## src/rtl/divisor.sv

```systemverilog
// Sequential unsigned restoring divider: one quotient bit per clock, QN+1 cycles per result.
// Turns the accumulated sum from the averaging chain into the averaged sample and remainder.
module divisor #(
    parameter int QN = 50,
    parameter int QD = 20
) (
    input  logic          clk,
    input  logic          reset_n,
    input  logic          start,
    input  logic [QN-1:0] x,
    input  logic [QD-1:0] d,
    output logic          busy,
    output logic          done,
    output logic [QN-1:0] q,
    output logic [QD-1:0] r,
    output logic          div_zero
);

    localparam int CW = $clog2(QN + 1);

    typedef enum logic [1:0] {
        S_IDLE,
        S_RUN,
        S_FIN
    } state_t;

    state_t        state, nxt;
    logic          load, step, fin;
    logic [QD:0]   rem;
    logic [QN-1:0] dvd;
    logic [QD-1:0] dsr;
    logic [CW-1:0] cnt;
    logic          dz;

    // One restoring iteration: quotient bits enter at the bottom of the dividend register.
    function automatic logic [QD+QN:0] div_step(input logic [QD:0] rem_i,
                                                input logic [QN-1:0] dvd_i,
                                                input logic [QD-1:0] dsr_i);
        logic [QD+1:0] rem_sh;
        logic [QD+1:0] dsr_ext;
        logic          ge;
        logic [QD:0]   rem_o;
        rem_sh  = {rem_i, dvd_i[QN-1]};
        dsr_ext = {2'b00, dsr_i};
        ge      = (rem_sh >= dsr_ext);
        rem_o   = ge ? (QD+1)'(rem_sh - dsr_ext) : rem_sh[QD:0];
        return {rem_o, dvd_i[QN-2:0], ge};
    endfunction

    assign dz   = (dsr == '0);
    assign busy = (state == S_RUN);

    always_ff @(posedge clk) begin
        if (reset_n) state <= S_IDLE;
        else         state <= nxt;
    end

    always_comb begin
        nxt  = state;
        load = 1'b0;
        step = 1'b0;
        fin  = 1'b0;
        case (state)
            S_IDLE: begin
                if (start) begin
                    load = 1'b1;
                    nxt  = S_RUN;
                end
            end
            S_RUN: begin
                step = 1'b1;
                if (cnt == CW'(1)) nxt = S_FIN;
            end
            S_FIN: begin
                fin = 1'b1;
                if (start) begin
                    load = 1'b1;
                    nxt  = S_RUN;
                end else begin
                    nxt = S_IDLE;
                end
            end
            default: nxt = S_IDLE;
        endcase
    end

    // Result registers sample the working registers before a same-cycle reload overwrites them.
    always_ff @(posedge clk) begin
        if (reset_n) begin
            rem      <= '0;
            dvd      <= '0;
            dsr      <= '0;
            cnt      <= '0;
            done     <= 1'b0;
            q        <= '0;
            r        <= '0;
            div_zero <= 1'b0;
        end else begin
            done <= fin;
            if (load) begin
                rem <= '0;
                dvd <= x;
                dsr <= d;
                cnt <= CW'(QN);
            end else if (step) begin
                {rem, dvd} <= div_step(rem, dvd, dsr);
                cnt        <= cnt - CW'(1);
            end
            if (fin) begin
                q        <= dz ? '1 : dvd;
                r        <= dz ? '0 : rem[QD-1:0];
                div_zero <= dz;
            end
        end
    end

endmodule

```

## config.mk

```make
export PLATFORM = sky130hd
export DESIGN_NAME = divisor
export DESIGN_NICKNAME = d
export VERILOG_FILES = /design/src/rtl/divisor.sv
export SDC_FILE = /design/constraint.sdc
export NUM_CORES = 1
export LEC_CHECK = 0
export CORE_ASPECT_RATIO = 0.8
export CORE_UTILIZATION = 30
export CTS_CLUSTER_DIAMETER = 50
export DETAILED_ROUTE_END_ITERATION = 10
export GPL_TIMING_DRIVEN = 0
export MAX_ROUTING_LAYER = met4
export PLACE_DENSITY_LB_ADDON = 0.05
export SETUP_SLACK_MARGIN = 0.5
export SYNTH_ARGS = -nofsm -noshare
export SYNTH_HDL_FRONTEND = slang
export SYNTH_SLANG_ARGS = --single-unit
```

## constraint.sdc

```tcl
create_clock -name clk -period 3.1 [get_ports clk]
set_clock_uncertainty 0.1 [all_clocks]
set_input_delay 0.62 -clock clk [delete_from_list [all_inputs] [get_ports clk]]
set_output_delay 0.62 -clock clk [all_outputs]
set_load 0.1 [all_outputs]
```

# Yosys cells after proc, flatten, opt, wreduce, memory -nomap -nowiden
# Index checks and enable logic that the tools add are counted.
[totals]
out_inout_bits = 73
ff_bits = 171
input_bits = 73
[op_classes]
reduce_logical = 6
eq_ne = 5
add_sub_neg = 2
order_cmp = 1
mux = 15
[op_table]
columns = ["cell", "n"]
rows = [
  ["2-to-1 mux 50 bit", 3],
  ["greater-or-equal comparator 22 x 20 -> 1 bit", 1],
  ["2-to-1 mux 21 bit", 1],
  ["subtractor 21 x 20 -> 21 bit", 1],
  ["zero test 20 bit", 1],
  ["2-to-1 mux 20 bit", 1],
  ["2-to-1 mux 6 bit", 2],
  ["== test 6 x 1 -> 1 bit (second input constant)", 1],
  ["case mux 2 bit (3 select lines)", 1],
  ["subtractor 6 x 1 -> 6 bit (second input constant)", 1],
  ["2-to-1 mux 1 bit", 5],
  ["2-to-1 mux 2 bit", 2],
  ["OR reduction 2 bit", 2],
  ["== test 2 x 1 -> 1 bit (second input constant)", 1],
  ["== test 2 bit (second input constant)", 1],
  ["zero test 2 bit", 1],
  ["!= test 2 x 1 -> 1 bit (second input constant)", 1],
  ["!= test 2 bit (second input constant)", 1],
  ["AND reduction 2 bit", 1],
  ["nonzero test 2 bit", 1],
]

# Logic depth before layout (Yosys ltp)
[depth]
depth_word = 4
mapped_depth = 12
depth_no_buf = 11

# Worst setup path after synthesis
# OpenSTA, ideal clock, no wires.
[synth_timing]
path_kind = "reg-to-reg"
from = "register dvd[49]"
to = "register rem[10]"
setup_ns = 0.182
path_slack_ns = 0.046
path_buffers = 1
t_arrival_ns = 2.772
required_time_ns = 2.818
stages_incl_launch_ff = 13
cell_sequence = "dfxtp_1 inv_1 ha_1 inv_1 fa_1 a21o_1 a221oi_2 o221ai_2 a2111oi_4 nor2_2 clkbuf_8 mux2i_1 a21oi_1"
[synth_between]
elab_chain_cells = 2
[synth_rtl]
columns = ["item", "line", "source"]
rows = [
  ["from (decl)", "30", "logic [QN-1:0] dvd;"],
  ["from (signal assigned)", "106", "{rem, dvd} <= div_step(rem, dvd, dsr);"],
  ["subtractor 21 x 20 -> 21 bit / greater-or-equal comparator 22 x 20 -> 1 bit (equally long branches)", "46, 45", ""],
  ["2-to-1 mux 21 bit (*)", "46", "rem_o = ge ? (QD+1)'(rem_sh - dsr_ext) : rem_sh[QD:0];"],
  ["to (signal assigned)", "106", ""],
  ["to (decl)", "29", "logic [QD:0] rem;"],
]
# Mark *: on every way between the ends. The rest lies on a longest branch, timed or not.
# A chain may end at the register's enable or synchronous reset.

# Worst setup path after layout
[layout_timing]
from = "register dvd[49]"
to = "register rem[15]"
# Same word-level chain as after synthesis.

==> flow_summary.json <==
{
  "startpoint": "dvd[49]",
  "crit_path_cell_trace": "inv_2 > ha_4 > inv_2 > fa_2 > a21o_1 > a221oi_4 > o221ai_4 > a2111oi_4 > buf_4 > or2_4 > buf_12 > buf_16 > a21oi_2 > a21oi_1",
  "drive_gt1_share_pct": 9.96,
  "path_class": "flop to flop",
  "slowest_delay_ns": 0.37,
  "worstSetupEndpointType": "flop",
  "synth_ff_type": "dfxtp_1",
  "grt_pass1_wl_um": 41200,
  "cts_buffer_depth": 2,
  "drc": 0,
  "syn_inst": 949,
  "async_reset_ff_share_pct": 0,
  "hold_path_depth": 2,
  "ios": 146,
  "min_from": "r[7]",
  "vias_per_cell": 5.03,
  "synth_largest_area_cell": "dfxtp_1",
  "rr_startpoint": "dvd[49]",
  "n_antenna_cell": 0,
  "p_per_area_mw_per_mm2": 598,
  "drtIter0Drc": 374,
  "place_congestion": 0.841,
  "numCtsBuffers": 17,
  "utilization_pct": 42.4,
  "dieArea_mm2": 0.0260,
  "dpl.hpwl_um": 18700,
  "grt_max_degree": 19,
  "maxSlewViolCount": 0,
  "die_w_um": 180,
  "setup_viol": 0,
  "synth_area_mm2": 0.00761,
  "design.core.area_mm2": 0.0246,
  "cts-root-buf": "clkbuf_16",
  "finalNetCount": 1228,
  "clkTransAtPathRegs_ns": 0.07,
  "synthTopCellsByArea": "dfxtp_1 (45%), nand2_1 (12%), a21oi_1 (6.7%), a31oi_1 (4.2%), ha_1 (3.6%)",
  "ff2ff_path_depth": 14,
  "fmax_ghz": 0.342,
  "min_path_type": "flop to flop",
  "antenna_found_initial": 0,
  "htree_levels": 4,
  "dieHeight_um": 144,
  "p_leak_nw": 4.06,
  "dp_slack_ns": -0.540,
  "worst_pin_slew_ns": 1.01,
  "syn_to_final_growth_pct": 37.3,
  "worstPathRequired_ns": 3.37,
  "relSlewSlack_pct": 33.2,
  "nFillCells": 2558,
  "cts_tree": "built",
  "overflow": 0,
  "seq_area_frac_synth_pct": 45.0,
  "holdWs_ns": 0.353,
  "cp-start-kind": "flop",
  "multi_input_area_mm2": 0.00400,
  "cpMaxStageDelayCell": "a2111oi_4",
  "drv_cap": 0,
  "antenna_left": 0,
  "routed_wl_um": 26400,
  "yosysWarnings": 0,
  "synth_nets": 1045,
  "rows": 51,
  "clock-sinks": 171,
  "synth_top_area_share_pct": 45.0,
  "ys_types": 56,
  "cp_data_arrival_time_ns": 3.20,
  "track_usage_pct": 21.2,
  "vias": 7358,
  "rsz0062_at_grt": "true",
  "wl_per_cell_um": 18.0,
  "syn_area_per_cell_um2": 8.02,
  "first_global_vias": 7092,
  "initial_core_util_pct": 30.9,
  "numPortBuffers": 145,
  "post-synth-top-count-cell": "nand2_1",
  "drtPass1Iterations": 4,
  "setup_ws_ns": 0.177,
  "regArea_mm2": 0.00343,
  "finalHoldViolCount": 0,
  "status": "finished, final reports clean",
  "synth_common_cells": "nand2_1 (247), dfxtp_1 (171), a21oi_1 (102)",
  "vdd_drop_max_mv": 0.368,
  "synth_seq_cells": 171,
  "cpMostUsedCell": "inv_2",
  "post-route-min-period_ns": 2.92,
  "crit_fanout": 5,
  "synth_edf_count": 0,
  "worstSkewPairLatency_ns": 0.44,
  "post-route-period-util_pct": 94.3
}
-- cells by family after synthesis --
kind of cell	count (synthesis)	synth area share (%)
buf+inv	99	5.67
mux	13	1.71
fa+ha+maj	23	3.88
simple gates	359	19.8
xor+xnor	18	2.07
compound gates	266	21.9
flops	171	45.0
-- power by group --
group | switching (W) | leakage, nW | internal (W)
logic | 0.000878 | 2.38 | 0.000841
registers | 0.000104 | 1.40 | 0.00230
clock network | 0.00105 | 0.282 | 0.00108
-- state kept, by name, summed over array words and instances, names as in the netlist --
register  count
r            20
dsr          20
done          1
div_zero      1
dvd          50
q            50
state         2
rem          21
cnt           6
-- path summary, 6_finish.rpt --
path              slack [ns]  endpoint
hold / removal          0.35      r[7]
setup / recovery        0.18   rem[15]
setup reg to reg        0.18   rem[15]
hold reg to reg         0.35      r[7]
-- cell usage in the layout, fill, tap and decap left out, drive strengths merged, types with 2 or more instances in the layout --
master | netlist | layout
o211ai | 6 | 6
nor2 | 48 | 48
a31oi | 51 | 51
and3 | 3 | 3
nand2 | 247 | 247
mux2i | 13 | 13
nand3 | 4 | 4
dfxtp | 171 | 171
a21o | 6 | 6
inv | 28 | 36
dlygate4sd2 | 0 | 72
nor3 | 21 | 21
ha | 22 | 22
a211oi | 7 | 7
and2b | 2 | 2
a21oi | 102 | 102
clkbuf | 65 | 82
o22ai | 16 | 16
xnor2 | 13 | 13
nor2b | 2 | 2
o21bai | 2 | 2
a22oi | 27 | 27
buf | 6 | 27
nand2b | 8 | 8
nand4 | 4 | 4
o21ai | 23 | 23
a221oi | 2 | 2
clkinv | 0 | 6
nor4 | 8 | 8
nand3b | 3 | 3
a311oi | 11 | 11
clkdlybuf4s50 | 0 | 72
nor3b | 3 | 3
xor2 | 5 | 5
a41oi | 3 | 3
-- final cells by class --
class / instances / share of cell area (%)
Multi-Input combinational cell: 679 / 38.3
Sequential cell: 171 / 32.8
Timing Repair Buffer: 164 / 15.2
Clock buffer: 18 / 4.10
Tap cell: 318 / 3.81
Buffer: 71 / 3.45
Clock inverter: 14 / 1.36
Inverter: 28 / 1.01
-- critical path: cells and delay by family, from the launching register on --
family          cells  cell delay (ns)
compound gates      6             1.26
flops               1             0.33
simple gates        1             0.18
fa+ha+maj           2             0.46
buf+inv             5             0.53
-- stage by stage --
step | cell area, um^2 | setup TNS (ns) | instances | power (W)
final | 10500 | 0 | 1463 | 0.00625
after global routing | 10500 | 0 | 1463 | 0.00656
after CTS | 10300 | 0 | 1462 | 0.00625
after detailed placement | 9510 | -9.08 | 1412 | 0.00379
after global placement | 9510 | -6.68 | 1412 | 0.00379
after floorplan | 7660 | 0 | 949 | 0.00336
-- timing repair --
action / 4_1_cts / 5_1_grt
setup buffers: 16 / 1
setup endpoints to repair: 138 / 68
pin swaps: 15 / 9
cloned: 2 / 0
hold buffers: 0 / 0
gates resized for setup: 106 / 33
-- layer usage --
layer	wire (um)	track usage (%)	share of wire, %
met1	14300	31.4	54
met2	10600	29.5	40
met3	1260	3.80	4.8
met4	167	4.27	0.63
met5	0	-	0
(Power assumes the default switching activity.)
